[config.mk]
export PLATFORM = sky130hd
export DESIGN_NAME = prog_loader_flat
export DESIGN_NICKNAME = d
export VERILOG_FILES = /design/src/rtl/prog_loader_pkg.sv /design/src/rtl/prog_loader_if.sv /design/src/rtl/prog_loader.sv /design/src/flat_wrapper.sv
export SDC_FILE = /design/constraint.sdc
export NUM_CORES = 1
export LEC_CHECK = 0
export ABC_AREA = 1
export CELL_PAD_IN_SITES_DETAIL_PLACEMENT = 1
export CELL_PAD_IN_SITES_GLOBAL_PLACEMENT = 1
export CORE_MARGIN = 2
export CORE_UTILIZATION = 36
export CTS_CLUSTER_SIZE = 24
export DETAILED_ROUTE_END_ITERATION = 10
export PLACE_DENSITY = 0.85
export SLEW_MARGIN = 20
export SYNTH_ARGS = -nofsm -noshare
export SYNTH_HDL_FRONTEND = slang
export SYNTH_SLANG_ARGS = --single-unit
[constraint.sdc]
create_clock -name clk -period 1.3 [get_ports clk]
set_input_delay 0.26 -clock clk [delete_from_list [all_inputs] [get_ports clk]]
set_output_delay 0.26 -clock clk [all_outputs]
set_load 0.01 [all_outputs]
[src/rtl/prog_loader_pkg.sv]
// prog_loader_pkg: shared state encoding, widths and state decode helpers for prog_loader.
// The SUM state exists only when LOADER_CHECKSUM_EN is defined.
package loader_pkg;
  localparam int DATA_W = 8;
  localparam int ADDR_W = 8;
  typedef logic [DATA_W-1:0] byte_t;
  typedef logic [ADDR_W-1:0] addr_t;
  typedef enum logic [2:0] {
    S_LEN   = 3'd0,
    S_DATA  = 3'd1,
`ifdef LOADER_CHECKSUM_EN
    S_SUM   = 3'd2,
`endif
    S_FLUSH = 3'd3,
    S_DONE  = 3'd4,
    S_ERR   = 3'd5
  } state_t;
  function automatic logic accepts(state_t s);
    return !(s inside {S_FLUSH, S_DONE, S_ERR});
  endfunction
endpackage

[src/rtl/prog_loader_if.sv]
// prog_loader_if: byte stream, start/status and memory write bus of the program loader.
interface prog_loader_if;
  import loader_pkg::*;
  logic  start;
  logic  in_valid;
  byte_t in_data;
  logic  in_ready;
  logic  mem_we;
  addr_t mem_addr;
  byte_t mem_data;
  logic  cpu_hold;
  logic  done;
  logic  error;
  modport master (
    output start, in_valid, in_data,
    input  in_ready, mem_we, mem_addr, mem_data, cpu_hold, done, error
  );
  modport slave (
    input  start, in_valid, in_data,
    output in_ready, mem_we, mem_addr, mem_data, cpu_hold, done, error
  );
endinterface

[src/rtl/prog_loader.sv]
// prog_loader: loads a length-prefixed byte stream into memory at BASE_ADDR while holding the CPU.
// Define LOADER_CHECKSUM_EN to require a trailing modulo-256 payload checksum byte.
module prog_loader
  import loader_pkg::*;
#(
  parameter addr_t BASE_ADDR = 8'h00
) (
  input logic clk,
  input logic reset,
  prog_loader_if.slave bus
);
  state_t state, state_n;
  byte_t count, offset;
  logic xfer;
`ifdef LOADER_CHECKSUM_EN
  byte_t sum;
  localparam state_t TAIL = S_SUM;
`else
  localparam state_t TAIL = S_FLUSH;
`endif
  assign xfer = bus.in_valid && bus.in_ready;
  always_comb begin
    state_n = state;
    case (state)
      S_LEN:         if (xfer) state_n = bus.in_data == '0 ? TAIL : S_DATA;
      S_DATA:        if (xfer && count == 8'd1) state_n = TAIL;
`ifdef LOADER_CHECKSUM_EN
      S_SUM:         if (xfer) state_n = bus.in_data == sum ? S_FLUSH : S_ERR;
`endif
      S_FLUSH:       state_n = S_DONE;
      S_DONE, S_ERR: if (bus.start) state_n = S_LEN;
      default:       state_n = S_LEN;
    endcase
  end
  // status outputs are registered from the next state so they change with it
  always_ff @(posedge clk) begin
    if (reset) begin
      state        <= S_LEN;
      bus.in_ready <= 1'b1;
      bus.cpu_hold <= 1'b1;
      bus.done     <= 1'b0;
      bus.mem_we   <= 1'b0;
      bus.mem_addr <= BASE_ADDR;
      bus.mem_data <= '0;
      count        <= '0;
      offset       <= '0;
    end else begin
      state        <= state_n;
      bus.in_ready <= accepts(state_n);
      bus.cpu_hold <= state_n != S_DONE;
      bus.done     <= state_n == S_DONE;
      bus.mem_we   <= xfer && state == S_DATA;
      if (xfer && state == S_LEN) begin
        count  <= bus.in_data;
        offset <= '0;
      end
      if (xfer && state == S_DATA) begin
        bus.mem_addr <= BASE_ADDR + offset;
        bus.mem_data <= bus.in_data;
        offset       <= offset + 8'd1;
        count        <= count - 8'd1;
      end
    end
  end
`ifdef LOADER_CHECKSUM_EN
  always_ff @(posedge clk) begin
    if (reset) begin
      sum       <= '0;
      bus.error <= 1'b0;
    end else begin
      bus.error <= state_n == S_ERR;
      if (xfer && state == S_LEN) sum <= '0;
      else if (xfer && state == S_DATA) sum <= sum + bus.in_data;
    end
  end
`else
  assign bus.error = 1'b0;
`endif
endmodule
[src/flat_wrapper.sv]
// flat-port wrapper written by rule: the top's interface ports become plain ports
module prog_loader_flat import loader_pkg::*;
#(
  parameter addr_t BASE_ADDR = 8'h00
)
  (clk, reset, bus_start, bus_in_valid, bus_in_data, bus_in_ready, bus_mem_we, bus_mem_addr, bus_mem_data, bus_cpu_hold, bus_done, bus_error);
  prog_loader_if bus_i ();
  input logic clk;
  input logic reset;
  input wire logic [$bits(bus_i.start)-1:0] bus_start;
  input wire logic [$bits(bus_i.in_valid)-1:0] bus_in_valid;
  input wire logic [$bits(bus_i.in_data)-1:0] bus_in_data;
  output wire logic [$bits(bus_i.in_ready)-1:0] bus_in_ready;
  output wire logic [$bits(bus_i.mem_we)-1:0] bus_mem_we;
  output wire logic [$bits(bus_i.mem_addr)-1:0] bus_mem_addr;
  output wire logic [$bits(bus_i.mem_data)-1:0] bus_mem_data;
  output wire logic [$bits(bus_i.cpu_hold)-1:0] bus_cpu_hold;
  output wire logic [$bits(bus_i.done)-1:0] bus_done;
  output wire logic [$bits(bus_i.error)-1:0] bus_error;
  assign bus_i.start = bus_start;
  assign bus_i.in_valid = bus_in_valid;
  assign bus_i.in_data = bus_in_data;
  assign bus_in_ready = bus_i.in_ready;
  assign bus_mem_we = bus_i.mem_we;
  assign bus_mem_addr = bus_i.mem_addr;
  assign bus_mem_data = bus_i.mem_data;
  assign bus_cpu_hold = bus_i.cpu_hold;
  assign bus_done = bus_i.done;
  assign bus_error = bus_i.error;
  prog_loader #(.BASE_ADDR(BASE_ADDR)) u_core (.clk(clk), .reset(reset), .bus(bus_i));
endmodule
==> run metrics, run 1 <==
status=finished, violations left; failing checks=negative setup slack; DIE WIDTH=74.1 µm; total die area=5490 µm²; drt wl/cell=19.2 µm; Compound-Gate Fraction of Synth Area=14.3%; register area=796 µm²; Hold Path Class=reg -> reg; initial antenna violation count=0; Hold WS=0.470 ns; Post-DP HPWL=3.85 mm; post-synthesis simple-gate area fraction=30.3%; Total GRT Usage=25.2%; post-synthesis mux area share=0%; Cell Area, Placed=2340 µm²; leading area contributor after synthesis=dfxtp_1; Pleak=1.14 nW; core area=4720 µm²; clock root buffer master=clkbuf_8; largest net degree at the start of global routing=22; CTS Buf Count=5; via density per instance=5.33; adder-cell share of the synthesized area=2.12%; Final Hold Fails=0; input/output buffers=31; worst reg2reg setup slack=-0.03 ns; Power Density=1110 nW/µm²; io pins=33; Clock Latency Late Sink=0.31 ns; Reg clk slew, reported paths=0.08 ns; initial core utilization=37.5%; Final period util=103%; FILL cells=576; Layout area overhead=47.6%; total buffers and inverters traversed by the critical path=2; post-synth top area share=44.1%; post-synth net total=269; register bit total from synthesis=39; Final Non-Filler Cells=381; CTS tree=yes; synth unique cells=24; Synth Area in XOR/XNOR=0%; Final GP Congestion=0.825; htree depth=2; # DRC=0; Max Clock Skew=0.00672 ns; Worst EP required=1.51 ns; Post-DRT Antenna Nets=0; Mapped Area=1770 µm²; Syn Area/Cell=6.97 µm²; final worst slack=-0.0337 ns; WS Path Type=reg -> reg; fraction of layout cells with a size suffix above 1=23.6%; worst path cell trace=nor2_4 -> nand3_4 -> inv_4 -> buf_4 -> a21oi_2 -> a21oi_1; largest family of logic cells by synthesized area=simple AND/OR/NAND/NOR gates; Yosys Warn Count=0; max incr delay on CP=0.36 ns; dpl cells=369; # rows=25; Max Transition Viols Final=0; Fmax=750 MHz; sequential fraction of the synthesis area=44.1%; setup violators final=3; clock sink count=39; final net count=329; Tmin final=1.33 ns; Critical Path Sink Type=register; Pre-antenna DRT Iters=4; unrepaired setup endpoints after global routing=yes; WP data arrival=1.54 ns; Max FO, Critical Path=7; global-route wire length before repair=10.4 mm; Setup WS pre-CTS=-0.371 ns; Routed WL=7.33 mm; Synth area leaders=dfxtp_1 (44%), nand2_1 (15%), a21oi_1 (8.5%); vias in the first global route=2155; Mapped Cells=254; die span in y=74.1 µm; Max clock buf depth=2; max_cap viols=0; area of the multi-input gates=942 µm²; Congestion Overflow GR=0; Crit path max-delay family=simple AND/OR/NAND/NOR gates; diode count=0; Crit-path slowest cell=dfxtp_2; total number of vias=2029; CP startpoint kind=register; Final Instance Area=2610 µm²; Peak VDD IR=724 µV; drt initial violations=165
worst reg2reg max path: cells and delay by family, from the launching register on:
kind                   cells  cell delay [ns]
flip-flops                 1             0.36
AND/OR/NAND/NOR            2             0.39
AO/OA/AOI/OAI              2             0.27
buffers and inverters      2             0.24
layout make-up:
cell class,count,share of cell area [%]
Multi-Input combinational cell,176,36.1
Sequential cell,39,30.5
Timing Repair Buffer,62,21.7
Inverter,30,4.60
Tap cell,67,3.21
Clock buffer,6,2.78
Clock inverter,1,1.15
power breakdown:
group	internal [W]	switching [W]
combinational	0.000244	0.000335
clock	0.000563	0.000461
sequential	0.00124	0.0000483
state kept, by name, indices dropped and copies added, names as in the netlist:
signal / cells
u_core.bus.cpu_hold: 1
u_core.bus.mem_addr: 8
u_core.bus.mem_data: 8
u_core.bus.done: 1
u_core.bus.mem_we: 1
u_core.count: 8
u_core.state: 3
u_core.offset: 8
u_core.bus.in_ready: 1
logic make-up (layout without fill, tap and decap cells):
family                   after synthesis  count (layout)
AO/OA/AOI/OAI                         48              48
AND/OR/NAND/NOR                      124             124
flip-flops                            39              39
adder cells (fa/ha/maj)                3               3
buffers and inverters                 39              99
other                                  1               1
metrics by stage:
step | util (%) | TNS, ns | total power (W)
2_1_floorplan | - | 0 | 0.00154
3_3_place_gp | 49.5 | -8.71 | 0.00175
3_5_place_dp | 49.5 | -9.65 | 0.00177
4_1_cts | 52.3 | 0 | 0.00278
5_1_grt | 55.3 | -1.02 | 0.00300
6_report | 55.3 | -0.0515 | 0.00289
path summary, 6_finish.rpt:
check,endpoint,depth (start not counted),start
max,u_core.count[3],6,u_core.state[1]
min reg2reg,u_core.bus.mem_data[1],2,u_core.bus.mem_data[1]
max reg2reg,u_core.count[3],6,u_core.state[1]
min,u_core.bus.mem_data[1],2,u_core.bus.mem_data[1]
layer usage:
| metal | track usage [%] | part of all wire, % | up-vias |
|---|---|---|---|
| li1 | - | - | 934 |
| met4 | 14.1 | 3.3 | 0 |
| met2 | 42.1 | 50 | 90 |
| met3 | 6.37 | 5.4 | 23 |
| met5 | 0 | 0 | - |
| met1 | 29.4 | 41 | 982 |
cells in the final DEF, fill, tap and decap left out, types with 2 or more instances in the layout:
| master | n |
|---|---|
| nand2_1 | 67 |
| dfxtp_1 | 33 |
| buf_4 | 26 |
| a21oi_1 | 23 |
| inv_1 | 22 |
| nand3_1 | 20 |
| dlygate4sd2_1 | 20 |
| nor2_1 | 19 |
| clkdlybuf4s50_1 | 11 |
| o21ai_0 | 9 |
| a21oi_2 | 7 |
| inv_2 | 6 |
| clkbuf_8 | 5 |
| nor2_4 | 4 |
| nand4_1 | 4 |
| o21ai_1 | 4 |
| dfxtp_4 | 3 |
| dfxtp_2 | 3 |
| nand2_2 | 2 |
| nand3_4 | 2 |
| nand3_2 | 2 |
| ha_4 | 2 |
| buf_6 | 2 |
| buf_12 | 2 |
Yosys cell counts (all sizes together):
master / n
buf: 6
nor4: 1
nand3: 24
o211ai: 1
nor2: 24
a21boi: 1
clkbuf: 3
o21bai: 1
nor3: 1
conb: 1
inv: 30
o21ai: 13
nand2: 70
nand4: 4
dfxtp: 39
o31ai: 1
ha: 3
a22oi: 1
a21oi: 30
repair_timing:
item / in CTS / in global routing
hold buffers: 0 / 0
pin swaps: 2 / 7
cloned: 0 / 1
resized for setup: 33 / 35
buffers inserted: 2 / 3
endpoints found under the setup margin: 36 / 27
Power figures use the tool's default switching activity.
==> run 2: changes to the inputs <==
Settings changed: ABC_CLOCK_PERIOD_IN_PS set to 1300.
==> results of run 2 <==
Same layout as run 1: the final DEF is identical, and so are final timing and power.
==> run 3: changes to the inputs <==
Settings changed: CTS_CLUSTER_SIZE 24 to not set, SLEW_MARGIN 20 to not set.
==> results of run 3 <==
Same layout as run 1: the final DEF is identical, and so are final timing and power.
